$ cat src/rtl/gst_snd_dma.sv
// STE DMA sound frame controller: CPU frame registers plus the fetch FSM feeding the shifter FIFO.
// Optional macro SNDDMA_LATCH_EN keeps a working copy of the frame end, reloaded per frame.
module gst_snd_dma #(
  parameter int unsigned ADDR_W   = 22,
  parameter int unsigned LOAD_LEN = 4
) (
  input  logic              clk32,
  input  logic              resb,
  input  logic              ste,
  input  logic              CS,
  input  logic [5:0]        A,
  input  logic [15:0]       DIN,
  input  logic              RW,
  output logic [15:0]       DOUT,
  input  logic              SREQ,
  input  logic              SLOT,
  output logic [ADDR_W-1:0] SADDR,
  output logic              SLOAD_N,
  output logic              SINT,
  output logic              SACT
);

  localparam int unsigned LcW = (LOAD_LEN > 1) ? $clog2(LOAD_LEN) : 1;

  typedef enum logic [1:0] {StIdle, StWait, StLoad} state_e;

  state_e             state_q, state_d;
  logic               en_q, loop_q;
  logic [ADDR_W-1:0]  start_q, end_q, cnt_q, saddr_q, end_work;
  logic [LcW-1:0]     lcnt_q;
  logic               sload_n_q, sint_q;
  logic               wr, wr_ctrl, start_play, reload;
  logic               fetch, load_done, frame_end;
  logic [23:0]        start24, end24, cnt24;
  logic               unused_din;

  assign unused_din = ^DIN[15:8];

  // Byte-lane update of a frame address: A=1/4/7 -> [21:16], 2/5/8 -> [15:8], 3/6/9 -> [7:1].
  function automatic logic [ADDR_W-1:0] wr_field(input logic [ADDR_W-1:0] cur,
                                                 input logic [1:0] sel, input logic [7:0] d);
    logic [23:0] v;
    v = 24'(cur);
    case (sel)
      2'd0:    v[23:16] = d;
      2'd1:    v[15:8]  = d;
      default: v[7:0]   = {d[7:1], 1'b0};
    endcase
    return v[ADDR_W-1:0];
  endfunction

  assign wr         = CS & ~RW & ste;
  assign wr_ctrl    = wr && (A == 6'd0);
  assign start_play = wr_ctrl & DIN[0] & ~en_q;
  assign reload     = frame_end & loop_q;

`ifdef SNDDMA_LATCH_EN
  logic [ADDR_W-1:0] end_work_q;
  assign end_work = end_work_q;

  // Reload sees the pre-write end value because end_q only updates on this same edge.
  always_ff @(posedge clk32 or negedge resb) begin
    if (!resb) begin
      end_work_q <= '0;
    end else if (start_play || reload) begin
      end_work_q <= end_q;
    end
  end
`else
  assign end_work = end_q;
`endif

  always_comb begin
    state_d   = state_q;
    fetch     = 1'b0;
    load_done = 1'b0;
    frame_end = 1'b0;
    unique case (state_q)
      StIdle: if (en_q && ste) state_d = StWait;
      StWait: begin
        if (!en_q) begin
          state_d = StIdle;
        end else if (cnt_q == end_work) begin
          frame_end = 1'b1;
          if (!loop_q) state_d = StIdle;
        end else if (SLOT && SREQ && ste) begin
          fetch   = 1'b1;
          state_d = StLoad;
        end
      end
      StLoad: begin
        if (lcnt_q == LcW'(LOAD_LEN - 1)) begin
          load_done = 1'b1;
          state_d   = en_q ? StWait : StIdle;
        end
      end
      default: state_d = StIdle;
    endcase
  end

  always_ff @(posedge clk32 or negedge resb) begin
    if (!resb) begin
      state_q   <= StIdle;
      en_q      <= 1'b0;
      loop_q    <= 1'b0;
      start_q   <= '0;
      end_q     <= '0;
      cnt_q     <= '0;
      saddr_q   <= '0;
      lcnt_q    <= '0;
      sload_n_q <= 1'b1;
      sint_q    <= 1'b0;
    end else begin
      state_q <= state_d;
      sint_q  <= frame_end;
      if (wr) begin
        case (A)
          6'd1:    start_q <= wr_field(start_q, 2'd0, DIN[7:0]);
          6'd2:    start_q <= wr_field(start_q, 2'd1, DIN[7:0]);
          6'd3:    start_q <= wr_field(start_q, 2'd2, DIN[7:0]);
          6'd7:    end_q   <= wr_field(end_q, 2'd0, DIN[7:0]);
          6'd8:    end_q   <= wr_field(end_q, 2'd1, DIN[7:0]);
          6'd9:    end_q   <= wr_field(end_q, 2'd2, DIN[7:0]);
          default: ;
        endcase
      end
      if (wr_ctrl) begin
        en_q   <= DIN[0];
        loop_q <= DIN[1];
      end
      if (frame_end && !loop_q) en_q <= 1'b0;
      if (start_play || reload) begin
        cnt_q <= start_q;
      end else if (load_done) begin
        cnt_q <= cnt_q + ADDR_W'(2);
      end
      if (fetch) begin
        saddr_q   <= cnt_q;
        sload_n_q <= 1'b0;
        lcnt_q    <= '0;
      end else if (state_q == StLoad) begin
        if (load_done) sload_n_q <= 1'b1;
        else           lcnt_q    <= lcnt_q + LcW'(1);
      end
    end
  end

  assign start24 = 24'(start_q);
  assign end24   = 24'(end_q);
  assign cnt24   = 24'(cnt_q);

  always_comb begin
    DOUT = 16'h0000;
    if (CS && RW && ste) begin
      case (A)
        6'd0:    DOUT = {14'h0, loop_q, en_q};
        6'd1:    DOUT = {8'h00, start24[23:16]};
        6'd2:    DOUT = {8'h00, start24[15:8]};
        6'd3:    DOUT = {8'h00, start24[7:1], 1'b0};
        6'd4:    DOUT = {8'h00, cnt24[23:16]};
        6'd5:    DOUT = {8'h00, cnt24[15:8]};
        6'd6:    DOUT = {8'h00, cnt24[7:1], 1'b0};
        6'd7:    DOUT = {8'h00, end24[23:16]};
        6'd8:    DOUT = {8'h00, end24[15:8]};
        6'd9:    DOUT = {8'h00, end24[7:1], 1'b0};
        default: DOUT = 16'h0000;
      endcase
    end
  end

  assign SADDR   = saddr_q;
  assign SLOAD_N = sload_n_q;
  assign SINT    = sint_q;
  assign SACT    = en_q;

endmodule

$ cat config.mk
export PLATFORM = sky130hd
export DESIGN_NAME = gst_snd_dma
export DESIGN_NICKNAME = d
export VERILOG_FILES = /design/src/rtl/gst_snd_dma.sv
export SDC_FILE = /design/constraint.sdc
export NUM_CORES = 1
export LEC_CHECK = 0
export ABC_AREA = 1
export CORE_ASPECT_RATIO = 0.6
export CORE_UTILIZATION = 40
export CTS_CLUSTER_SIZE = 28
export DETAILED_ROUTE_END_ITERATION = 12
export PLACE_DENSITY = 0.6
export SLEW_MARGIN = 20
export SYNTH_ARGS = -nofsm -noshare
export SYNTH_HDL_FRONTEND = slang
export SYNTH_SLANG_ARGS = --single-unit
$ cat constraint.sdc
create_clock -name clk32 -period 2.35 [get_ports clk32]
set_input_delay 0.235 -clock clk32 [delete_from_list [all_inputs] [get_ports clk32]]
set_output_delay 0.235 -clock clk32 [all_outputs]
set_load 0.01 [all_outputs]
=== Yosys cells after proc, flatten, opt, wreduce, memory -nomap -nowiden ===
Cells that the tools add are included.

* Register bits: 96
* Input port bits: 29
* Output and inout port bits: 41
* Word-level logic and storage cells: 102

* Bitwise gates (word level): 13
* Equal/unequal tests: 18
* Multiplexer cells: 31
* Reductions and logical operators: 24
* Add/subtract/negate cells: 2

{| class="wikitable"
|+ Operators by type and width
! kind !! number
|-
| one-hot mux 22 bit (3 select lines) || 2
|-
| one-hot mux 8 bit (10 select lines) || 1
|-
| 2-to-1 mux 22 bit || 2
|-
| AND reduction 4 bit || 7
|-
| equality test 6 x 3 -> 1 bit, second input constant || 4
|-
| adder 22 x 2 -> 22 bit, second input constant || 1
|-
| equality test 22 bit || 1
|-
| 2-to-1 mux 2 bit || 9
|-
| 2-to-1 mux 1 bit || 15
|-
| equality test 6 x 2 -> 1 bit, second input constant || 2
|-
| equality test 6 x 4 -> 1 bit, second input constant || 2
|-
| 2-to-1 mux 8 bit || 1
|-
| inequality test 4 bit, second input constant || 2
|-
| NOT 1 bit || 8
|-
| nonzero test 2 bit || 4
|-
| logical AND 1 bit || 7
|-
| equality test 6 x 1 -> 1 bit, second input constant || 1
|-
| zero test 6 bit || 1
|-
| inequality test 2 bit, second input constant || 3
|-
| one-hot mux 2 bit (3 select lines) || 1
|-
| AND 1 bit || 5
|-
| equality test 2 bit, second input constant || 2
|-
| AND reduction 2 bit || 2
|-
| adder 2 x 1 -> 2 bit, second input constant || 1
|-
| other kinds (4) || 4
|}

=== Longest topological paths before layout ===
* Word-level depth: 8
* Depth in mapped cells: 14
* Mapped depth without buffers: 13

=== Worst setup path after synthesis ===
OpenSTA, ideal clock, no wires.

* Path type: flip-flop to flip-flop
* Start point: register cnt_q[1]
* End point: register cnt_q[11]
* Library setup time: 0.069 ns
* Cell stages (with the launch flop): 9
* Setup slack: 0.718 ns
* Data arrival time: 1.563 ns
* Period minus slack after synthesis: 1.632 ns
* Data required time: 2.281 ns
* Path buffers: 0
* Cells stage by stage: dfrtp_1 -> ha_1 -> nand3_1 -> nor3_1 -> nand2_1 -> xor2_1 -> nor2_1 -> nand3_1 -> nand3_1

* Word-level cells in the longest chain between the ends: 7
* Elaborated cells between the ends (all ways): 10
* Classes of those cells: add/sub (1); eq/ne (1); mux (5); bitwise (1); reduce/logical (2)

{| class="wikitable"
|+ Ends and longest elaborated chain
! element !! RTL line !! text
|-
| start: declaration || 29 || <nowiki>logic [ADDR_W-1:0] start_q, end_q, cnt_q, saddr_q, end_work;</nowiki>
|-
| start signal: assignment || 133 || <nowiki>cnt_q <= start_q;</nowiki>
|-
| start signal: assignment || 135 || <nowiki>cnt_q <= cnt_q + ADDR_W'(2);</nowiki>
|-
| branches (longest 7 deep; another with adder 22 x 2 -> 22 bit) || n/a ||
|}

Several ways; the timed one is not identified. The select of a mux whose other input is x is not followed.
A chain may end at the register's enable or synchronous reset.

=== Final worst setup path ===
* Start point: input port A[2]
* End point: output port DOUT[1]

* Word-level cells in the longest chain between the ends: 3
* Elaborated cells between the ends (all ways): 12
* Classes of those cells: eq/ne (9); mux (2); reduce/logical (1)

{| class="wikitable"
|+ Ends and longest elaborated chain
! element !! RTL line !! text
|-
| start: declaration || 11 || <nowiki>input logic [5:0] A,</nowiki>
|-
| equality test 6 x 4 -> 1 bit (tied with other cells) || 155 || <nowiki>case (A)</nowiki>
|-
| one-hot mux 8 bit (10 select lines) (*) || 155 ||
|-
| 2-to-1 mux 8 bit (*) || 154 || <nowiki>if (CS && RW && ste) begin</nowiki>
|-
| end: declaration || 14 || <nowiki>output logic [15:0] DOUT,</nowiki>
|}

Mark *: on every way between the ends. The rest lies on a longest branch, timed or not.

==> run summary <==
The horizontal die dimension is 150.1 µm. Measured against its own limit, the worst slew margin works out to 59.72%. The final routed wirelength across all metal layers came out at 17390 µm. The die span in y is 90.85 µm. After detailed routing, the number of remaining DRC violations is 0. The worst setup path is captured at an output port. In the final layout, the multi-input gates occupy 0.002481 mm². Excluding fillers, the count of instances in the completed layout stands at 974.

The flip-flop and latch area is 0.002303 mm². In this run the cell area of the synthesized design comes to 0.005263 mm². The fraction of power spent switching nets is 24.69%. The aggregate global-route resource usage is 26.79%. The post-route clock skew is 8.285 ps. Before CTS, the worst setup slack after placement is -308.2 ps. The maximum clock frequency came out at 436.1 MHz. The cell count after synthesis came out at 718. The number of clock buffers added by TritonCTS is 9. The area of the core region is 0.01285 mm². The launching element type of the critical path is an input port. The clock network accounts for 44.0% of the total power. In this run, placement finished with an instance count of 952. Yosys instantiated no cell more often than sky130_fd_sc_hd__nand2_1.

The stage delay of the slowest cell on the critical path came out at 500 ps. After floorplanning, the core was divided into 32 placement rows. The worst endpoint data arrival time is 2060 ps. The number of antenna-violating nets in the routed design came out at 0. The share of flip-flops with an asynchronous set or reset is 100.0%. Input and output buffers added on the ports amount to 52. The area growth from synthesis to layout came out at 24.25%. The total via count in the routed design is 5189. The largest net degree at the start of global routing is 42. The peak supply drop is 0.0003089 V.

The number of maximum-capacitance constraint violations is 0. The root buffer cell chosen for the clock tree is sky130_fd_sc_hd__clkbuf_16. The count of synthesis-stage warnings from yosys came out at 0. The synthesized area per cell came out at 7.329 µm².

The share of synthesized area occupied by flip-flops and latches came out at 43.77%. The insertion delay of the later-clocked pin in the worst-skew pair came out at 350 ps. The max-slew violation count came to 0. The signal on the critical path passes through clkdlybuf4s50_1 > nand3b_1 > buf_4 > buf_4 > nor3_1 > a21oi_1 > o2111ai_1 > o21ai_1 > inv_1 > dlygate4sd2_1. The maximum clock insertion buffer count came out at 2. By area the synthesized netlist is led by sky130_fd_sc_hd__dfrtp_1 (43%), sky130_fd_sc_hd__nand2_1 (15%), sky130_fd_sc_hd__o21ai_0 (5.6%), sky130_fd_sc_hd__inv_1 (5.6%), sky130_fd_sc_hd__nand3_1 (5.0%).

Summed over all layers, the global routing overflow is 0. The first TritonRoute pass finished after 6 iterations. The slowest stage of the critical path belongs to the cell sky130_fd_sc_hd__clkdlybuf4s50_1.

The wire length of the first global-routing pass is 27040 µm. The count of flip-flops with a built-in enable after synthesis came out at 0. Synthesis instantiated 40 different standard cells from the library. Setup violations remaining at the end of the flow were counted as 0. The required time at the worst-slack endpoint is 2120 ps. The area fraction of the dominant cell type after synthesis came out at 43.27%.

The part of the power in registers is 47.5%. The path class of the tightest hold or removal check is input port to asynchronous set/reset pin. At the pin with the least slew margin, the transition time is 604.1 ps.

The leakage power figure is 3.040 nW. After synthesis, the most frequently instantiated cells are sky130_fd_sc_hd__nand2_1 (214), sky130_fd_sc_hd__dfrtp_1 (91), sky130_fd_sc_hd__inv_1 (78), sky130_fd_sc_hd__o21ai_0 (59), sky130_fd_sc_hd__nand3_1 (53). The routed length per placed instance came out at 17.85 µm. The flow ran to the end, and the final reports show no timing, DRC or antenna violations.

The HPWL reported at the end of detailed placement is 13270 µm. The I/O pin total came out at 70. The final weighted congestion of routability-driven global placement is 1.025. TritonCTS built the clock tree. The starting density of the core is 40.95%. The filler cells instantiated in the layout total 1266. The most numerous cell type found on the critical path is sky130_fd_sc_hd__buf_4.

The level count of the clock H-tree is 3. The initial antenna violation count is 0. In the finished design, the share of the clock period the worst path needs comes to 97.57%. sky130_fd_sc_hd__dfrtp_1 takes more of the synthesized area than any other cell. The area of the die came out at 0.01363 mm². The tree built by TritonCTS fans out to 92 sinks.

At the end of the flow, the number of nets in the layout was 830. Dividing the detail-routed via count by the number of cells gives 5.328. The number of violations reported at the end of detailed-routing iteration 0 came out at 438.

The most frequently used flop master after synthesis is sky130_fd_sc_hd__dfrtp_1. The number of global-route vias before repair is 4712. The internal power came out at 0.002711 W. The count of antenna diodes in the layout is 0.

Setup slack on the critical path of the routed design comes to 57.19 ps. The combinational power share is 8.5%. By startpoint and endpoint, the worst setup path is classified as input port to output port. The power per unit of standard cell area is 550.5 mW/mm².

The count of final hold-check violations came out at 0. The count of state elements after synthesis is 92. The minimum period implied by the final worst setup slack came out at 2293 ps. The fraction of final layout cells with drive strength greater than 1 is 11.44%. The highest fanout seen on the critical path came out at 4. In this run the power spent charging and discharging nets is 0.0008888 W. Clock-pin slew was measured on the worst setup and hold paths at 60 ps.
-- worst paths after layout --
check	from	endpoint	slack (ps)	depth (start not counted)
max	A[2]	DOUT[1]	60	10
min	resb	start_q[15]	420	2
max reg2reg	cnt_q[1]	cnt_q[11]	250	9
min reg2reg	SADDR[11]	SADDR[11]	480	2
max in group asynchronous	resb	end_q[11]	1190	3
min in group clk32	SADDR[11]	SADDR[11]	480	2
-- worst max-delay path, delay by kind of cell --
family          cells  cell delay (ps)
compound gates      3              530
simple gates        2              220
buf+inv             5             1070
-- area by class of cell --
class	count	area share (%)
clock buffers	11	3.559
clock inverters	5	1.301
inverters	86	4.975
multi-input cells	513	37.94
flip-flops and latches	92	35.23
well taps	170	3.253
repair buffers	97	13.74
-- per-stage QoR --
stage	setup TNS [ps]	hold WS, ps	area, µm²	util (%)	power [W]
2_1_floorplan	0	-60.59	5293	-	0.001879
3_3_place_gp	-1619	266.1	6148	47.84	0.002030
3_5_place_dp	-1957	280.1	6148	47.84	0.002039
4_1_cts	0	464.3	6510	50.65	0.003630
5_1_grt	-1.485	484.3	6539	50.88	0.003728
6_report	0	424.9	6539	50.88	0.003599
-- sequential cells by signal, summed over array words and instances, names as in the netlist --
name / count
loop_q: 1
SLOAD_N: 1
SINT: 1
state_q: 2
lcnt_q: 2
start_q: 21
SACT: 1
end_q: 21
cnt_q: 21
SADDR: 21
-- timing repair --
action,CTS,global route
resized for setup,23,9
endpoints found under the setup margin,8,7
hold buffers,1,0
setup buffers,2,3
pin swaps,4,4
hold endpoints to repair,39,0
-- cells by family after synthesis --
| family | after synthesis | share of synthesized area (%) |
|---|---|---|
| adders and majority gates | 2 | 0.4754 |
| and+or+nand+nor | 364 | 29.93 |
| xor gates and xnor gates | 21 | 3.495 |
| buffers and inverters | 121 | 10.27 |
| DFF | 92 | 43.77 |
| other | 1 | 0.07126 |
| AOI/OAI and AO/OA | 117 | 11.98 |
-- power by group through the flow --
stage | Sequential (W) | Clock, W | Combinational [W]
2_1_floorplan | 0.00172 | 0 | 0.000164
3_3_place_gp | 0.00174 | 0 | 0.000293
3_5_place_dp | 0.00174 | 0 | 0.000302
4_1_cts | 0.00171 | 0.00161 | 0.000307
5_1_grt | 0.00172 | 0.00166 | 0.000350
6_report | 0.00171 | 0.00158 | 0.000308
-- metal layers --
| layer | up-vias | wire [µm] | global-route usage (%) | share of wire (%) |
|---|---|---|---|---|
| met2 | 224 | 7041 | 37.46 | 40 |
| met4 | 0 | 296 | 6.313 | 1.7 |
| met1 | 2452 | 8357 | 40.95 | 48 |
| met5 | - | 0 | 0 | 0 |
| met3 | 32 | 1691 | 6.414 | 9.7 |
| li1 | 2481 | - | - | - |
-- layout by cell type (no fill, tap or decap), types with 3 or more instances in the layout --
cell type | synthesis | layout
sky130_fd_sc_hd__a21oi_1 | 23 | 23
sky130_fd_sc_hd__a31oi_1 | 3 | 3
sky130_fd_sc_hd__buf_12 | 0 | 4
sky130_fd_sc_hd__buf_4 | 11 | 41
sky130_fd_sc_hd__clkbuf_16 | 0 | 9
sky130_fd_sc_hd__clkdlybuf4s50_1 | 0 | 41
sky130_fd_sc_hd__conb_1 | 1 | 9
sky130_fd_sc_hd__dfrtp_1 | 91 | 91
sky130_fd_sc_hd__dlygate4sd2_1 | 0 | 4
sky130_fd_sc_hd__inv_1 | 78 | 74
sky130_fd_sc_hd__inv_2 | 8 | 11
sky130_fd_sc_hd__nand2_1 | 214 | 212
sky130_fd_sc_hd__nand3_1 | 53 | 53
sky130_fd_sc_hd__nand4_1 | 25 | 25
sky130_fd_sc_hd__nor2_1 | 45 | 40
sky130_fd_sc_hd__nor2_2 | 4 | 8
sky130_fd_sc_hd__nor3_1 | 14 | 12
sky130_fd_sc_hd__o21ai_0 | 59 | 58
sky130_fd_sc_hd__o21ai_1 | 16 | 17
sky130_fd_sc_hd__o22ai_1 | 5 | 5
sky130_fd_sc_hd__xnor2_1 | 3 | 3
sky130_fd_sc_hd__xor2_1 | 18 | 18
(Power assumes the default switching activity.)
